$ cat src/rtl/sw_led_sequencer.sv
// Switch debouncer / datapath issuer / LED register for the 8-switch, 2-LED lab datapath.
// Optional pending-blink on the LEDs is enabled by defining SWSEQ_BLINK_EN.
module sw_led_sequencer #(
   parameter int DEBOUNCE_CYCLES = 4,
   parameter int HOLD_CYCLES     = 8,
   parameter int BLINK_DIV       = 4
) (
   input  logic       clk,
   input  logic       rst,
   input  logic [7:0] sw,
   output logic [7:0] dp_sw,
   output logic       dp_valid,
   input  logic       dp_ready,
   input  logic [1:0] dp_led,
   output logic       Led1,
   output logic       Led2,
   output logic       busy
);

   localparam int DW = $clog2(DEBOUNCE_CYCLES) + 1;
   localparam int HW = $clog2(HOLD_CYCLES) + 1;
   localparam logic [DW-1:0] DEB_LAST  = DW'(DEBOUNCE_CYCLES - 1);
   localparam logic [HW-1:0] HOLD_LAST = HW'(HOLD_CYCLES - 1);

   if (DEBOUNCE_CYCLES < 1 || HOLD_CYCLES < 1 || BLINK_DIV < 1) begin : g_bad_param
      $error("sw_led_sequencer: all cycle parameters must be >= 1");
   end

   typedef enum logic [1:0] {IDLE, DEBOUNCE, ISSUE, HOLD} state_t;

   state_t        state;
   logic [7:0]    committed;
   logic [7:0]    cand;
   logic [DW-1:0] deb_cnt;
   logic [HW-1:0] hold_cnt;
   logic          led1_r;
   logic          led2_r;

   always_ff @(posedge clk) begin
      if (rst) begin
         state     <= IDLE;
         dp_sw     <= '0;
         dp_valid  <= 1'b0;
         led1_r    <= 1'b0;
         led2_r    <= 1'b0;
         busy      <= 1'b0;
         committed <= '0;
         cand      <= '0;
         deb_cnt   <= '0;
         hold_cnt  <= '0;
      end else begin
         case (state)
            IDLE: begin
               if (sw != committed) begin
                  cand    <= sw;
                  deb_cnt <= '0;
                  busy    <= 1'b1;
                  state   <= DEBOUNCE;
               end
            end
            DEBOUNCE: begin
               if (sw != cand) begin
                  cand    <= sw;
                  deb_cnt <= '0;
               end else begin
                  deb_cnt <= deb_cnt + 1'b1;
                  if (deb_cnt == DEB_LAST) begin
                     if (cand == committed) begin
                        busy  <= 1'b0;
                        state <= IDLE;
                     end else begin
                        dp_sw <= cand;
                        state <= ISSUE;
                     end
                  end
               end
            end
            ISSUE: begin
               // First ISSUE cycle only raises dp_valid, giving DEBOUNCE_CYCLES+1 latency.
               if (!dp_valid) begin
                  dp_valid <= 1'b1;
               end else if (dp_ready) begin
                  dp_valid  <= 1'b0;
                  led1_r    <= dp_led[0];
                  led2_r    <= dp_led[1];
                  committed <= dp_sw;
                  hold_cnt  <= '0;
                  state     <= HOLD;
               end
            end
            HOLD: begin
               hold_cnt <= hold_cnt + 1'b1;
               if (hold_cnt == HOLD_LAST) begin
                  busy  <= 1'b0;
                  state <= IDLE;
               end
            end
            default: begin
               state <= IDLE;
            end
         endcase
      end
   end

`ifdef SWSEQ_BLINK_EN
   localparam int BW = $clog2(BLINK_DIV) + 1;
   localparam logic [BW-1:0] BLINK_LAST = BW'(BLINK_DIV - 1);

   logic [BW-1:0] blink_cnt;
   logic          toggle;
   logic          pending;

   always_ff @(posedge clk) begin
      if (rst) begin
         blink_cnt <= '0;
         toggle    <= 1'b0;
      end else if (blink_cnt == BLINK_LAST) begin
         blink_cnt <= '0;
         toggle    <= ~toggle;
      end else begin
         blink_cnt <= blink_cnt + 1'b1;
      end
   end

   always_comb begin
      pending = (state == DEBOUNCE) || (state == ISSUE);
      Led1    = led1_r & (toggle | ~pending);
      Led2    = led2_r & (toggle | ~pending);
   end
`else
   always_comb begin
      Led1 = led1_r;
      Led2 = led2_r;
   end
`endif

endmodule

$ cat config.mk
export PLATFORM = sky130hd
export DESIGN_NAME = sw_led_sequencer
export DESIGN_NICKNAME = d
export VERILOG_FILES = /design/src/rtl/sw_led_sequencer.sv
export SDC_FILE = /design/constraint.sdc
export NUM_CORES = 1
export LEC_CHECK = 0
export ABC_CLOCK_PERIOD_IN_PS = 2400
export BUFFER_PORTS_ARGS = -buffer_cell sky130_fd_sc_hd__buf_4
export CORE_MARGIN = 3
export CORE_UTILIZATION = 50
export DETAILED_ROUTE_END_ITERATION = 8
export PLACE_DENSITY = 0.77
export SYNTH_ARGS = -nofsm -noshare
export SYNTH_HDL_FRONTEND = slang
export SYNTH_SLANG_ARGS = --single-unit
$ cat constraint.sdc
create_clock -name clk -period 2.4 [get_ports clk]
set_input_delay 0.24 -clock clk [delete_from_list [all_inputs] [get_ports clk]]
set_output_delay 0.24 -clock clk [all_outputs]
set_load 0.01 [all_outputs]
* After elaboration in Yosys (flattened, before gate mapping)
Index checks and enable logic that the tools add are counted.
** Operators by class
- Add/sub/neg operators :: 2
- Equal/unequal tests :: 16
- Muxes and demuxes :: 25
- Bitwise operators :: 2
- Reductions and logical operators :: 11
** Operators by type and width (number)
- two-way mux 8 bit :: 2
- inequality test 2 bit, second input constant :: 8
- inequality test 8 bit :: 2
- case mux 8 bit (2 select lines) :: 1
- two-way mux 2 bit :: 7
- AND reduction 6 bit :: 2
- AND reduction 3 bit :: 3
- equality test 8 bit :: 1
- two-way mux 4 bit :: 2
- case mux 2 bit (4 select lines) :: 1
- case mux 4 bit (2 select lines) :: 1
- two-way mux 1 bit :: 7
- two-way mux 3 bit :: 2
- case mux 3 bit (2 select lines) :: 1
- adder 4 x 1 -> 4 bit, second input constant :: 1
- equality test 2 bit, second input constant :: 2
- equality test 4 x 3 -> 1 bit, second input constant :: 1
- AND reduction 4 bit :: 1
- nonzero test 2 bit :: 2
- adder 3 x 1 -> 3 bit, second input constant :: 1
- equality test 3 x 2 -> 1 bit, second input constant :: 1
- case mux 1 bit (3 select lines) :: 1
- nonzero test 3 bit :: 1
- equality test 2 x 1 -> 1 bit, second input constant :: 1
- other kinds (3) :: 4
** Word-level totals
- Register bits :: 37
- Output and inout port bits :: 12
- Word-level logic and storage cells :: 66

* Depth between registers and ports, before layout
Gate-level depths: netlist (run 1).
- Depth after elaboration :: 5
- Mapped depth :: 6
- Mapped depth without buffers :: 6

* Least setup slack after synthesis (run 1)
Ideal clock, no wire load.
- Kind :: register to register
- Start :: register committed[6]
- End :: register busy
- Library setup time :: 0.123 ns
- Arrival time :: 1.445 ns
- Data required time :: 2.277 ns
- Path slack :: 0.831 ns
- Stages on the path, launching flop included :: 6
- Path buffers :: 0
- Period minus slack after synthesis :: 1.569 ns
- Cell sequence :: dfxtp_1 xor2_1 nor4_2 nand3_1 nand4_1 mux2_1
** Between the ends
- Longest elaborated chain between the ends :: 3
- Elaborated cells between the ends (all ways) :: 5
** Ends and longest elaborated chain
- start, declared :: RTL line 32 : logic [7:0] committed;
- start signal, assigned :: RTL line 86 : committed <= dp_sw;
- equality test 8 bit / inequality test 8 bit (equally long branches) :: RTL line 68, 54
- inequality test 2 bit (no line)
- AND reduction 6 bit (no line) (*)
- end signal, assigned :: RTL line 57 : busy <= 1'b1;
- end signal, assigned :: RTL line 69 : busy <= 1'b0;
- end signal, assigned :: RTL line 94 : busy <= 1'b0;
- end, declared :: RTL line 17 : output logic busy
Mark *: on every way between the ends. The rest lies on a longest branch, timed or not.
A chain may end at the register's enable or synchronous reset.

* Worst setup path after layout (run 1)
- Start :: register cand[2]
- End :: register dp_sw[4]
** Between the ends
- Longest elaborated chain between the ends :: 3
- Elaborated cells between the ends (all ways) :: 5
** Ends and longest elaborated chain
- start, declared :: RTL line 33 : logic [7:0] cand;
- start signal, assigned :: RTL line 55 : cand <= sw;
- start signal, assigned :: RTL line 63 : cand <= sw;
- equality test 8 bit / inequality test 8 bit (equally long branches) :: RTL line 68, 62
- inverter 1 bit (no line)
- AND reduction 4 bit (no line) (*)
- end signal, assigned :: RTL line 72 : dp_sw <= cand;
- end, declared :: RTL line 11 : output logic [7:0] dp_sw,
Marked as above.

==> flow_summary_export.csv, run 1 <==
group,metric,value,unit
worst_setup_path,cp_cell_sequence,"xnor2_1 -> nand4_1 -> nor3_2 -> nand3_1 -> a21oi_1",
synthesis,yosysSeqAreaShare,40.3,%
detailed_routing,wl_per_cell,15.4,um
sta,period_needed,1.79,ns
worst_setup_path,worstSetupPathType,"reg2reg",
pwr,seqPwrFrac,44.1,%
sta,maxSlewHeadroom,55.0,%
synthesis,synthDistinctLibCells,33,
synthesis,synth.cell_area,0.00184,mm^2
grt,grt.overflow.total,0,
worst_setup_path,cp-start-kind,"register",
pwr,p_leak,0.754,nW
synthesis,syn_area_per_cell,8.48,um^2
sta,slew_violations,0,
clock_tree,clk_pin_slew,0.08,ns
grt,grt_max_degree,39,
final_layout,drive_gt1_share,17.7,%
detailed_routing,ant_nets,0,
final_layout,multi_input_area,0.00105,mm^2
synthesis,synth_warnings,0,
detailed_routing,dr_total_vias,1633,
floorplan,dieWidth,66.7,um
sta,hold_viol,0,
clock_tree,cts_inserted_buffers,5,
sta,setup_viol,0,
pwr,p_sw,630,uW
clock_tree,clock_path_buffers,2,
final_layout,area_delta_synth_final,16.4,%
worst_setup_path,max_stage_delay,0.60,ns
worst_setup_path,cp.buffers_inverters,0,
place,routabilityCongestion,0.807,
sta,fin_crit_sh,74.6,%
final_layout,fin_nets,258,
run_status,outcome,"finished, final reports clean",
clock_tree,holdBufCountCts,0,
clock_tree,cts_tree,"done",
synthesis,ys_ff_latch,37,
hold_path,hp-class,"in2reg",
sta,fmax,559,MHz
worst_setup_path,cp_top_family,"simple AND/OR/NAND/NOR gates",
place,place_ws,0.614,ns
detailed_routing,met1_length,1980,um
worst_setup_path,required,2.64,ns
detailed_routing,dr_wl_met2,2100,um
sta,worst_slack,0.610,ns
place,dp_hpwl,3010,um
synthesis,postSynthCellCount,217,
detailed_routing,dr.pass1.iters,4,
final_layout,layout_commonest_cell,"dfxtp_1",
worst_setup_path,cp_max_fo,10,
sta,worstMarginPinSlew,0.672,ns
clock_tree,cts_resized,0,
floorplan,pin_count,25,
worst_setup_path,cp_slowest_cell,"nor3_2",
clock_tree,root_buffer,"clkbuf_8",
pwr,p_clk_share,25.7,%
clock_tree,clk_latency,0.30,ns
worst_setup_path,endpoint_kind,"register",
pwr,p_comb_share,30.2,%
clock_tree,htreeDepth,2,
pwr,powerDensity,813,mW/mm^2
grt,grt_pass1_vias,1520,
grt,track_usage,22.4,%
pwr,power_switching_share,36.2,%
final_layout,antenna_cells,0,
detailed_routing,drcViolationCount,0,
place,port_buffers,24,
detailed_routing,routed_wl,4440,um
final_layout,mostFrequentLayoutCells,"dfxtp_1 (37), a21oi_1 (30), buf_4 (27), nand2_1 (24), nand3_1 (21)",
sta,rsz0062_at_grt,"false",
detailed_routing,drtIter0Drc,128,
floorplan,rows,21,
sta,finalSetupTns,0,ns
floorplan,start_util,53.4,%
synthesis,syn_nets,233,
grt,grt_pass1_wl,7380,um
detailed_routing,dr_wl_met3,290,um
pwr,ir_worst_vdd,0.481,mV
detailed_routing,viasPerCell,5.65,
worst_setup_path,arrival,2.03,ns
clock_tree,cts_setup_buffers,0,
detailed_routing,dr.max_layer_used,"met4",
grt,antenna_found_initial,0,
final_layout,register_area,741,um^2
pwr,internal-power,1.11,mW
sta,clock_skew,0.0105,ns
floorplan,core,0.00344,mm^2
floorplan,dieArea,0.00444,mm^2
floorplan,fp.dieH,66.7,um
flow_run,cap_viol_max_count,0,
final_layout,fillers,323,
clock_tree,clkSinkCount,37,
## registers in the layout, indices dropped and copies added (netlist names), named ones only
register   cells
dp_sw          8
cand           8
Led1           1
dp_valid       1
Led2           1
committed      8
state          1
deb_cnt        3
hold_cnt       4
busy           1
## final timing paths
| check | startpoint | end | slack [ns] | cells after the start |
|---|---|---|---|---|
| worst min-delay path | dp_led[0] | Led1 | 0.19 | 3 |
| worst max-delay path | cand[2] | dp_sw[4] | 0.61 | 5 |
| worst max register to register | cand[2] | dp_sw[4] | 0.61 | 5 |
| worst min register to register | Led1 | Led1 | 0.46 | 2 |
## power by group through the flow
stage               sequential (mW)  clock [mW]  combinational [mW]
finish                        0.767       0.447               0.525
global route                  0.779       0.478               0.586
CTS                           0.766       0.452               0.523
detailed placement            0.777           0               0.515
global placement              0.777           0               0.513
floorplan                     0.742           0               0.436
## logic make-up after synthesis
kind of cell	after synthesis	share of synthesized area, %
simple gates	80	22.9
compound gates	59	18.2
flops	37	40.3
xor+xnor	26	12.4
buf+inv	10	2.86
fa+ha+maj	3	2.04
mux	2	1.43
## area by class of cell
| cell class | instances | share of cell area [%] |
|---|---|---|
| clock inverter | 3 | 0.994 |
| inverter | 1 | 0.175 |
| tap | 46 | 2.69 |
| timing repair buffer | 27 | 9.47 |
| sequential | 37 | 34.6 |
| multi-input combinational | 170 | 48.9 |
| clock buffer | 5 | 3.21 |
## worst min-delay path: cells and delay by family
| kind | cells | cell delay (ns) |
|---|---|---|
| AO/OA/AOI/OAI | 1 | 0.05 |
| buffers and inverters | 1 | 0.11 |
| AND/OR/NAND/NOR | 1 | 0.04 |
## cell usage after synthesis, drive strengths merged
| library cell | number | area [um^2] |
|---|---|---|
| a2bb2oi | 1 | 8.76 |
| nor3 | 2 | 15.0 |
| o21a | 2 | 15.0 |
| nand4b | 3 | 26.3 |
| a21oi | 31 | 159 |
| xor2 | 9 | 78.8 |
| nand4 | 5 | 31.3 |
| dfxtp | 37 | 741 |
| nand2b | 4 | 25.0 |
| and4 | 2 | 17.5 |
| nand2 | 24 | 90.1 |
| nand3 | 22 | 115 |
| inv | 1 | 3.75 |
| buf | 5 | 33.8 |
| clkbuf | 4 | 15.0 |
| mux2 | 2 | 26.3 |
| o32ai | 1 | 8.76 |
| a32oi | 3 | 26.3 |
| a21boi | 1 | 11.3 |
| nor4 | 2 | 25.0 |
| o21ai | 19 | 95.1 |
| xnor2 | 17 | 149 |
| ha | 3 | 37.5 |
| nor2b | 6 | 37.5 |
| a211o | 1 | 10.0 |
| nor2 | 10 | 37.5 |
## per-stage QoR
| step | area (um^2) | hold WS [ns] | util [%] | cells | total power, mW |
|---|---|---|---|---|---|
| final | 2140 | 0.186 | 62.2 | 289 | 1.74 |
| after global routing | 2140 | 0.200 | 62.2 | 289 | 1.84 |
| after floorplan | 1840 | 0.376 | - | 217 | 1.18 |
| after global placement | 2050 | 0.445 | 59.6 | 281 | 1.29 |
| after detailed placement | 2050 | 0.455 | 59.6 | 281 | 1.29 |
| after CTS | 2140 | 0.188 | 62.2 | 289 | 1.74 |
## per-layer routing
| metal | GRT usage [%] | vias to the layer above |
|---|---|---|
| met3 | 4.89 | 7 |
| met5 | 0 | - |
| met2 | 34.0 | 57 |
| met1 | 29.8 | 753 |
| li1 | - | 816 |
| met4 | 10.9 | 0 |
Note: power is estimated with default switching activity, not from simulation.
==> run 2, diff against run 1 <==
--- a/config.mk
+++ b/config.mk
@@ -5,7 +5,7 @@
 export SDC_FILE = /design/constraint.sdc
 export NUM_CORES = 1
 export LEC_CHECK = 0
-export ABC_CLOCK_PERIOD_IN_PS = 2400
+export ABC_CLOCK_PERIOD_IN_PS = 1800
 export BUFFER_PORTS_ARGS = -buffer_cell sky130_fd_sc_hd__buf_4
 export CORE_MARGIN = 3
 export CORE_UTILIZATION = 50
==> constraint.sdc (replaced) <==
create_clock -name clk -period 1.8 [get_ports clk]
set_input_delay 0.18 -clock clk [delete_from_list [all_inputs] [get_ports clk]]
set_output_delay 0.18 -clock clk [all_outputs]
set_load 0.01 [all_outputs]
==> run 2 against run 1 <==
Net effect: core utilization increased by 2.2 points; wire length decreased by 0.52%; critical path type unchanged; die area unchanged; combinational power increased by 38%; first-iteration DRC count increased by 18%; worst setup slack got worse by 0.50 ns; critical path depth unchanged; cell area increased by 3.5%; cell count increased by 2.1%; clock power increased by 63%.
==> flow_summary_export.csv, run 2 (synthesis results as in run 1) <==
group,metric,value,unit
worst_setup_path,ff2ff_setup_slack,0.11,ns
sta,hold_ws,0.119,ns
clock_tree,root_buffer,"clkbuf_8",
final_layout,area_delta_synth_final,20.5,%
floorplan,core,0.00344,mm^2
detailed_routing,wl_per_cell,15.0,um
clock_tree,clk_pin_slew,0.07,ns
flow_run,cap_viol_max_count,0,
place,placed_area,0.00210,mm^2
sta,rsz0062_at_grt,"false",
final_layout,final_cells,295,
worst_setup_path,r2r_cells,5,
clock_tree,clk_latency,0.30,ns
place,port_buffers,24,
detailed_routing,drcViolationCount,0,
detailed_routing,ant_nets,0,
final_layout,drive_gt1_share,19.3,%
place,dp_hpwl,3080,um
sta,hold_viol,0,
hold_path,min_path_cells,3,
final_layout,mostFrequentLayoutCells,"dfxtp_1 (37), buf_4 (33), a21oi_1 (30), nand2_1 (24), nand3_1 (21)",
hold_path,hold_end,"Led1",
floorplan,dieWidth,66.7,um
sta,worst_slack,0.112,ns
final_layout,fin_area,0.00222,mm^2
detailed_routing,dr.pass1.iters,5,
run_status,outcome,"finished, final reports clean",
detailed_routing,routed_wl,4420,um
clock_tree,holdBufCountCts,0,
place,place_ws,0.119,ns
worst_setup_path,cp.buffers_inverters,0,
worst_setup_path,r2r_end,"deb_cnt[1]",
clock_tree,htreeDepth,2,
worst_setup_path,endpoint_kind,"register",
final_layout,fin_nets,264,
worst_setup_path,cp_cell_sequence,"xor2_1 -> nor4_4 -> a211o_2 -> a32oi_1 -> nor2_1",
worst_setup_path,cp-start-kind,"register",
worst_setup_path,worstSetupPathType,"reg2reg",
worst_setup_path,worstReg2RegStart,"committed[5]",
floorplan,pin_count,25,
worst_setup_path,required,1.98,ns
pwr,p_leak,0.796,nW
pwr,ir_worst_vdd,0.686,mV
clock_tree,cts_inserted_buffers,5,
final_layout,antenna_cells,0,
hold_path,hp-class,"in2reg",
floorplan,fp.dieH,66.7,um
hold_path,min_from,"dp_led[0]",
worst_setup_path,cp_max_fo,10,
pwr,power.total,2.47,mW
worst_setup_path,arrival,1.87,ns
pwr,powerDensity,1110,mW/mm^2
final_layout,final_util,64.4,%
detailed_routing,drtIter0Drc,151,
clock_tree,cts_tree,"done",
worst_setup_path,cp_slowest_cell,"a211o_2",
grt,track_usage,21.7,%
floorplan,rows,21,
grt,grt_pass1_vias,1444,
floorplan,dieArea,0.00444,mm^2
detailed_routing,dr_total_vias,1663,
grt,grt_pass1_wl,7180,um
sta,slew_violations,0,
clock_tree,clock_path_buffers,2,
sta,maxSlewHeadroom,73.9,%
sta,setup_viol,0,
detailed_routing,viasPerCell,5.64,
grt,grt.overflow.total,0,
sta,period_needed,1.69,ns
final_layout,fillers,288,
sta,fin_crit_sh,93.8,%
place,routabilityCongestion,0.856,
final_layout,reg.largest.list,"cand: 8 flops, committed: 8 flops, dp_sw: 8 flops",
clock_tree,clkSinkCount,37,
floorplan,start_util,53.4,%
worst_setup_path,cp_top_family,"compound AO/OA/AOI/OAI gates",
grt,antenna_found_initial,0,
sta,clock_skew,0.00841,ns
worst_setup_path,max_stage_delay,0.45,ns
place,place_inst,287,
final_layout,layout_commonest_cell,"dfxtp_1",
sta,worstMarginPinSlew,0.390,ns
grt,grt_max_degree,39,
sta,fmax,592,MHz
sta,finalSetupTns,0,ns
## run 2: cell types whose count changed in the layout (fill, tap and decap cells not counted), sizes merged
| cell | change |
|---|---|
| bufinv | +1 |
| inv | -1 |
| clkbuf | +1 |
| clkinvlp | -1 |
| buf | +6 |
## run 2: layout make-up
type	instances	area (um^2)	share of cell area, %
clock buffers	6	72.6	3.27
clock inverters	2	38.8	1.75
inverters	1	3.75	0.169
multi-input cells	170	1050	47.6
flip-flops and latches	37	741	33.4
well taps	46	57.6	2.60
repair buffers	33	248	11.2
## run 2: per-layer routing
| metal | up-vias | part of all wire, % | global-route usage (%) |
|---|---|---|---|
| met5 | - | 0 | 0 |
| met4 | 0 | 1.4 | 10.2 |
| met3 | 6 | 5.8 | 4.72 |
| met2 | 52 | 47 | 31.1 |
| met1 | 775 | 46 | 30.7 |
| li1 | 830 | - | - |
## run 2: where the power goes
part	total, mW	internal (mW)	switching (mW)
combinational	0.727	0.319	0.408
sequential	1.01	0.899	0.114
clock	0.729	0.416	0.313
total	2.47	1.63	0.834
## run 2: worst max path at each step
stage	slack, ns	depth (start not counted)	start	endpoint
final	0.11	5	committed[5]	deb_cnt[1]
after global routing	0.008	5	cand[1]	dp_sw[7]
after CTS	0.12	5	committed[6]	busy
after detailed placement	0.12	6	sw[6]	busy
after global placement	0.15	6	sw[6]	busy
after floorplan	0.23	5	committed[6]	busy
## run 2: worst register-to-register path, cell delays in order (launching register included)
cell and delay (ns):
dfxtp_1 0.39, xor2_1 0.32, nor4_4 0.09, a211o_2 0.45, a32oi_1 0.25, nor2_1 0.06
## run 2: what timing repair did
action,in CTS,in global routing
endpoints found under the setup margin,0,1
resized for setup,0,1
buffers inserted,0,0
